## src/rtl/div_rate_pkg.sv

```systemverilog
// div_rate_pkg: shared FSM states, mode encodings and limits for the rate divider
package div_rate_pkg;
  typedef enum logic [1:0] {ST_IDLE, ST_RUN, ST_BURST, ST_PEND} state_t;
  localparam logic [1:0] MODE_STOP  = 2'b00;
  localparam logic [1:0] MODE_FREE  = 2'b01;
  localparam logic [1:0] MODE_BURST = 2'b10;
  localparam logic [1:0] MODE_RSVD  = 2'b11;
  localparam int MIN_PERIOD = 2;
endpackage

```

## src/rtl/div_rate_ctrl_counter.sv

```systemverilog
// div_counter: period register and 0..P-1 counter producing div_out and tick
module div_counter #(
  parameter int CNT_W = 8,
  parameter int DEFAULT_PERIOD = 24
) (
  input  logic             clk,
  input  logic             reset,
  input  logic             i_en,
  input  logic             i_load,
  input  logic             i_clear,
  input  logic [CNT_W-1:0] i_period,
  output logic             o_div,
  output logic             o_tick
);
  logic [CNT_W-1:0] r_count;
  logic [CNT_W-1:0] r_period;
  logic             w_wrap;
  assign w_wrap = r_count == r_period - 1'b1;
  assign o_tick = i_en && w_wrap;
  assign o_div  = i_en && r_count >= (r_period >> 1);
  always_ff @(posedge clk) begin
    if (reset) begin
      r_count  <= '0;
      r_period <= CNT_W'(DEFAULT_PERIOD);
    end else begin
      if (i_load)
        r_period <= i_period;
      r_count <= (i_clear || !i_en || w_wrap) ? '0 : r_count + 1'b1;
    end
  end
endmodule

```

## src/rtl/div_rate_ctrl.sv

```systemverilog
// div_rate_ctrl: programmable divider with FREE/BURST modes; reconfiguration waits for a period boundary
module div_rate_ctrl
  import div_rate_pkg::*;
#(
  parameter int CNT_W = 8,
  parameter int DEFAULT_PERIOD = 24
) (
  input  logic             clk,
  input  logic             reset,
  input  logic             cfg_valid,
  output logic             cfg_ready,
  input  logic [1:0]       cfg_mode,
  input  logic [CNT_W-1:0] cfg_period,
  input  logic [7:0]       cfg_burst,
  output logic             div_out,
  output logic             tick,
  output logic             busy,
  output logic             burst_done,
  output logic             err
);
  state_t           r_state;
  state_t           w_state_nxt;
  logic [1:0]       r_sh_mode;
  logic [CNT_W-1:0] r_sh_period;
  logic [7:0]       r_sh_burst;
  logic [7:0]       r_burst;
  logic [7:0]       w_burst_nxt;
  logic             r_err;
  logic             w_fire;
  logic             w_legal;
  logic             w_apply;
  logic             w_store;
  logic [1:0]       w_mode;
  logic [CNT_W-1:0] w_period;
  logic [7:0]       w_nburst;
  assign cfg_ready  = r_state != ST_PEND;
  assign busy       = r_state != ST_IDLE;
  assign err        = r_err;
  assign burst_done = tick && r_burst == 8'd1;
  assign w_fire     = cfg_valid && cfg_ready;
  assign w_legal    = cfg_mode != MODE_RSVD && cfg_period >= CNT_W'(MIN_PERIOD) &&
                      (cfg_mode != MODE_BURST || cfg_burst != 8'd0);
  div_counter #(.CNT_W(CNT_W), .DEFAULT_PERIOD(DEFAULT_PERIOD)) u_cnt (
    .clk     (clk),
    .reset   (reset),
    .i_en    (busy),
    .i_load  (w_apply && w_mode != MODE_STOP),
    .i_clear (w_apply),
    .i_period(w_period),
    .o_div   (div_out),
    .o_tick  (tick)
  );
  // An interrupted burst keeps counting down in PEND; its final tick is also the apply boundary
  always_comb begin
    w_state_nxt = r_state;
    w_burst_nxt = (tick && r_burst != 8'd0) ? r_burst - 8'd1 : r_burst;
    w_mode      = cfg_mode;
    w_period    = cfg_period;
    w_nburst    = cfg_burst;
    w_apply     = 1'b0;
    w_store     = 1'b0;
    if (w_fire && w_legal) begin
      w_apply     = r_state == ST_IDLE || tick;
      w_store     = !w_apply;
      w_state_nxt = w_apply ? r_state : ST_PEND;
    end else if (r_state == ST_PEND && tick) begin
      w_apply  = 1'b1;
      w_mode   = r_sh_mode;
      w_period = r_sh_period;
      w_nburst = r_sh_burst;
    end else if (burst_done) begin
      w_state_nxt = ST_IDLE;
    end
    if (w_apply) begin
      w_state_nxt = w_mode == MODE_FREE ? ST_RUN : w_mode == MODE_BURST ? ST_BURST : ST_IDLE;
      w_burst_nxt = w_mode == MODE_BURST ? w_nburst : 8'd0;
    end
  end
  always_ff @(posedge clk) begin
    if (reset) begin
      r_state     <= ST_IDLE;
      r_burst     <= '0;
      r_sh_mode   <= MODE_STOP;
      r_sh_period <= '0;
      r_sh_burst  <= '0;
      r_err       <= 1'b0;
    end else begin
      r_state <= w_state_nxt;
      r_burst <= w_burst_nxt;
      r_err   <= r_err | (w_fire & ~w_legal);
      if (w_store) begin
        r_sh_mode   <= cfg_mode;
        r_sh_period <= cfg_period;
        r_sh_burst  <= cfg_burst;
      end
    end
  end
endmodule

```

## config.mk

```make
export PLATFORM = sky130hd
export DESIGN_NAME = div_rate_ctrl
export DESIGN_NICKNAME = d
export VERILOG_FILES = /design/src/rtl/div_rate_pkg.sv /design/src/rtl/div_rate_ctrl_counter.sv /design/src/rtl/div_rate_ctrl.sv
export SDC_FILE = /design/constraint.sdc
export NUM_CORES = 1
export LEC_CHECK = 0
export ABC_AREA = 1
export CORE_MARGIN = 2
export CORE_UTILIZATION = 68
export DETAILED_ROUTE_END_ITERATION = 10
export DONT_BUFFER_PORTS = 1
export PLACE_DENSITY = 0.88
export SLEW_MARGIN = 30
export SYNTH_ARGS = -nofsm -noshare
export SYNTH_HDL_FRONTEND = slang
export SYNTH_SLANG_ARGS = --single-unit
```

## constraint.sdc

```tcl
create_clock -name clk -period 7 [get_ports clk]
set_clock_uncertainty 0.2 [all_clocks]
set_input_delay 1.05 -clock clk [delete_from_list [all_inputs] [get_ports clk]]
set_output_delay 1.05 -clock clk [all_outputs]
set_load 0.005 [all_outputs]
```

# Word level (Yosys, flattened, before mapping)
# Index checks and enable logic that the tools add are counted.
# totals
out_inout_bits	6
inputBits	21
word_cells	70
regBits	45
# op_classes
n_mux	19
n_eq_ne	10
n_reduce_logical	25
bitwise_logic	3
addsub	3
n_lt_le_gt_ge	2
# op_table
op	count
$mux W8	7
$mux W2	9
$reduce_bool A8 Y1	2
$sub A8 B1 Y8 const B	2
$logic_and A1 B1 Y1	10
$add A8 B1 Y8 const B	1
$eq A8 B1 Y1 const B	1
$eq A8 B8 Y1	1
$ge A8 B2 Y1 const B	1
$ge A8 B7 Y1	1
$ne A2 B2 Y1 const B	3
$ne A3 B2 Y1 const B	2
$reduce_bool A2 Y1	3
$eq A2 B2 Y1 const B	2
$logic_or A1 B1 Y1	4
$mux W1	3
$reduce_and A3 Y1	1
$reduce_bool A3 Y1	1
$eq A2 B1 Y1 const B	1
$logic_not A1 Y1	2
$logic_not A2 Y1	1
$reduce_or A2 Y1	1
$and A1 B1 Y1	1
$not A1 Y1	1
$or A1 B1 Y1	1

# Longest topological paths before layout
# depth
ltp_word	10
mapped_depth	19
ltp_nobuf	17

# Cells and area by module
# A second synthesis with hierarchy kept.
# hier_totals
cells_unflattened	446
area_unflattened_um2	2927.8
# modules_own_cells
mod	area_each_um2	seq_area_each_um2	n_inst	cells_each
div_rate_ctrl	1841.8	580.6	1	285
div_counter	1086.0	320.3	1	161

# Worst setup path after synthesis
# Ideal clock, no wire load.
# synth_path
kind	reg-to-output
startpoint	reg u_cnt.r_period[0]
endpoint	out burst_done
n_path_buf	1
path_stages_with_launch	15
required_ns	5.750
arrival_time_ns	1.648
path_slack_ns	4.102
cell_sequence	dfxtp_1 -> inv_1 -> ha_1 -> inv_1 -> nand2_1 -> nand2_1 -> nand2_1 -> nor2_1 -> nand3_1 -> nor2_2 -> buf_4 -> nand3_1 -> inv_1 -> nand2_1 -> inv_1
# synth_between
elab_chain_cells	4
# synth_rtl
item	line_no	text
start, declared	div_rate_ctrl_counter.sv:16	logic [CNT_W-1:0] r_period;
start signal, assigned	div_rate_ctrl_counter.sv:24	r_period <= CNT_W'(DEFAULT_PERIOD);
start signal, assigned	div_rate_ctrl_counter.sv:27	r_period <= i_period;
$sub A8 B1 Y8	div_rate_ctrl_counter.sv:18	assign w_wrap = r_count == r_period - 1'b1;
$eq A8 B8 Y1	div_rate_ctrl_counter.sv:18	
$logic_and A1 B1 Y1	div_rate_ctrl_counter.sv:19	assign o_tick = i_en && w_wrap;
via tick	div_rate_ctrl.sv:16	output logic tick,
$logic_and A1 B1 Y1	div_rate_ctrl.sv:39	assign burst_done = tick && r_burst == 8'd1;
end, declared	div_rate_ctrl.sv:18	output logic burst_done,
# The timed path passes the listed nets, and every way through them passes these cells.

# Final worst setup path
# Same ends and word-level chain as after synthesis.

==> out/qor.yml <==
finish:
  areaGrowthSynthToFinish_pct: 2.44
  drive_above_1_share_pct: 5.61
  antenna_cells: 0
  fill_cells: 325
  final_nets: 459
  regArea_um2: 901
  multi_input_area_um2: 1570
  final_cell_count_no_fill: 478
place:
  io_buffers: 0
  dp_slack_ns: 3.49
  gp_congestion: 0.836
  placed_cells: 470
  dp_hpwl_um: 4110
drt:
  routedWlPerCell_um: 11.8
  viasPerCell: 5.34
  vias: 2552
  route.detailed.drc: 0
  dr.first_iter.drc_count: 132
  routed_wl_um: 5620
  final_antenna_net_count: 0
  drt_pass1_iterations: 4
clock_network:
  h-tree-depth: 2
  root_buffer: "clkbuf_8"
  ctsHoldBuffers: 0
  post_cts_buffers: 0
  cts_sinks: 45
  cts_buffers: 5
  clk_pin_slew_ns: 0.09
  cts_tree: "yes"
  cts_buffer_depth: 2
  cts_resized: 0
  clock_latency_ns: 0.30
synth:
  synthFlopType: "dfxtp_1"
  synth_edf_count: 0
  muxShareOfSynthArea_pct: 0
  ys_seq_elements: 45
  synth-adder-area-share_pct: 4.89
  synth_most_common_cell: "nand2_1"
  post_synth.cell_area_avg_um2: 6.47
  synth_compound_area_share_pct: 13.7
  yosys_warnings: 0
  synth-xor-area-share_pct: 4.04
  yosys.area_share.simple_pct: 33.0
  synth_common_cells: "91 x nand2_1, 65 x inv_1, 45 x dfxtp_1"
  synth_top_family_by_area: "simple AND/OR/NAND/NOR gates"
  synthesis.nets: 467
  synth_top_area_cell: "dfxtp_1"
  synth_area_um2: 2820
  async_reset_ff_share_pct: 0
  synth_area_leaders: "dfxtp_1 32%, nand2_1 12%, inv_1 8.7%, o21ai_0 7.5%, nand3_1 6.9%"
  synth_seq_area_share_pct: 32.0
  synth_top_area_share_pct: 32.0
  ys_types: 32
  syn_inst: 435
floorplanning:
  dieArea_um2: 4670
  core_um2: 4000
  fp-row-count: 23
  die_y_um: 68.4
  io_pins: 27
  die_width_um: 68.4
  start_util_pct: 70.4
sta:
  finalCritPeriodShare_pct: 55.9
  slew_viol_final: 0
  finalHoldViolCount: 0
  setup_slack_ns: 3.09
  setup_viol_count_final: 0
  max-slew-margin-rel_pct: 39.5
  layout_min_cycle_time_ns: 3.91
  tightest_slew_ns: 0.905
  holdWs_ns: 0.253
  grt_setup_unrepaired: "false"
  fmax_mhz: 256
  tns_ns: 0
power_and_ir_drop:
  leakage_nw: 1.35
  p_seq_share_pct: 46.5
  sw_frac_of_total_pct: 35.8
  p_clk_share_pct: 24.3
  p_comb_share_pct: 29.2
  switching_power_mw: 0.237
  power_mw: 0.662
  pwr_density_cell_nw_per_um2: 230
  p_int_mw: 0.425
  peakVddDrop_mv: 0.145
status:
  status: "completed"
critical_path:
  r2r_slack_ns: 3.54
  start_kind: "flip-flop"
  arrival_ns: 2.66
  critPathKind: "reg2out"
  cp_max_fo: 11
  worst_ep_required_time_ns: 5.75
  cp-end-kind: "output pin"
global_routing:
  grt_pass1_wl_um: 9350
  grt_overflow: 0
  grt_max_degree: 38
  antenna_found_initial: 0
  grt_pass1_vias: 2264
  grt_usage_pct: 26.3
hold_path:
  hold_path.class: "reg2reg"
job:
  cap_violations: 0
[metrics by stage]
step	utilization [%]	area, um^2
6_report	72.1	2890
5_1_grt	72.1	2890
4_1_cts	72.1	2890
3_5_place_dp	70.0	2800
3_3_place_gp	70.0	2800
2_1_floorplan	-	2820
[cells by family (layout without fill, tap and decap cells)]
group           count (synthesis)  count (layout)
compound gates                 75              75
xor+xnor                       13              13
fa+ha+maj                      11              11
buf+inv                        86              79
flops                          45              45
simple gates                  205             205
[worst max-delay path, cell delays in order (launching register included)]
cell and delay (ns):
dfxtp_1 0.38, inv_1 0.11, ha_1 0.25, inv_1 0.06
nand2_1 0.06, nand2_1 0.07, nand2_1 0.04, nand2_1 0.07
nand3_1 0.08, nor2_1 0.69, nand3_1 0.14, inv_1 0.18
nand2_1 0.13, inv_1 0.09
[path summary, 6_finish.rpt]
check                                  from                              to  cells after the start
max          u_cnt.r_period[0]$_SDFFE_PP0P_                      burst_done                     13
min              r_sh_burst[0]$_SDFFE_PP0P_      r_sh_burst[0]$_SDFFE_PP0P_                      2
max reg2reg  u_cnt.r_period[0]$_SDFFE_PP0P_  u_cnt.r_period[2]$_SDFFE_PP0P_                     17
min reg2reg      r_sh_burst[0]$_SDFFE_PP0P_      r_sh_burst[0]$_SDFFE_PP0P_                      2
[placed cells by master, fill, tap and decap left out, types with 2 or more instances in the layout]
| cell type | count |
|---|---|
| a21boi_0 | 2 |
| nand2_1 | 91 |
| dfxtp_1 | 45 |
| inv_2 | 2 |
| o21ai_0 | 42 |
| nand3b_1 | 4 |
| inv_1 | 65 |
| nand4_1 | 9 |
| a21oi_1 | 28 |
| clkbuf_8 | 5 |
| xor2_1 | 10 |
| nor2_1 | 40 |
| nor2_2 | 4 |
| nor3_1 | 6 |
| or2_2 | 3 |
| ha_1 | 11 |
| clkinv_1 | 3 |
| clkbuf_1 | 2 |
| xnor2_1 | 3 |
| nand2_4 | 2 |
| nand3_1 | 39 |
| nor4_1 | 2 |
| nand2_2 | 3 |
[power by group through the flow]
stage / Clock [mW] / Combinational [mW] / Sequential, mW
global placement: 0 / 0.183 / 0.312
detailed placement: 0 / 0.190 / 0.313
CTS: 0.163 / 0.193 / 0.307
finish: 0.161 / 0.193 / 0.308
global route: 0.172 / 0.226 / 0.311
floorplan: 0 / 0.166 / 0.308
[registers in the layout, indices dropped and copies added (netlist names)]
name	flops
r_state	2
r_burst	8
r_sh_mode	2
err	1
u_cnt.r_count	8
r_sh_burst	8
u_cnt.r_period	8
r_sh_period	8
[cell type report]
| class | instances | share of cell area, % |
|---|---|---|
| inverters | 70 | 9.11 |
| clock inverters | 1 | 0.260 |
| clock buffers | 7 | 2.65 |
| multi-input cells | 304 | 54.3 |
| flip-flops and latches | 45 | 31.2 |
| repair buffers | 1 | 0.260 |
| well taps | 50 | 2.17 |
[per-layer routing]
layer,vias to the layer above,track usage [%],share of wire [%]
li1,1366,-,-
met1,1127,34.5,47
met2,53,42.7,47
met3,6,6.09,5.2
met4,0,7.75,0.98
met5,-,0,0
(Power assumes the default switching activity.)
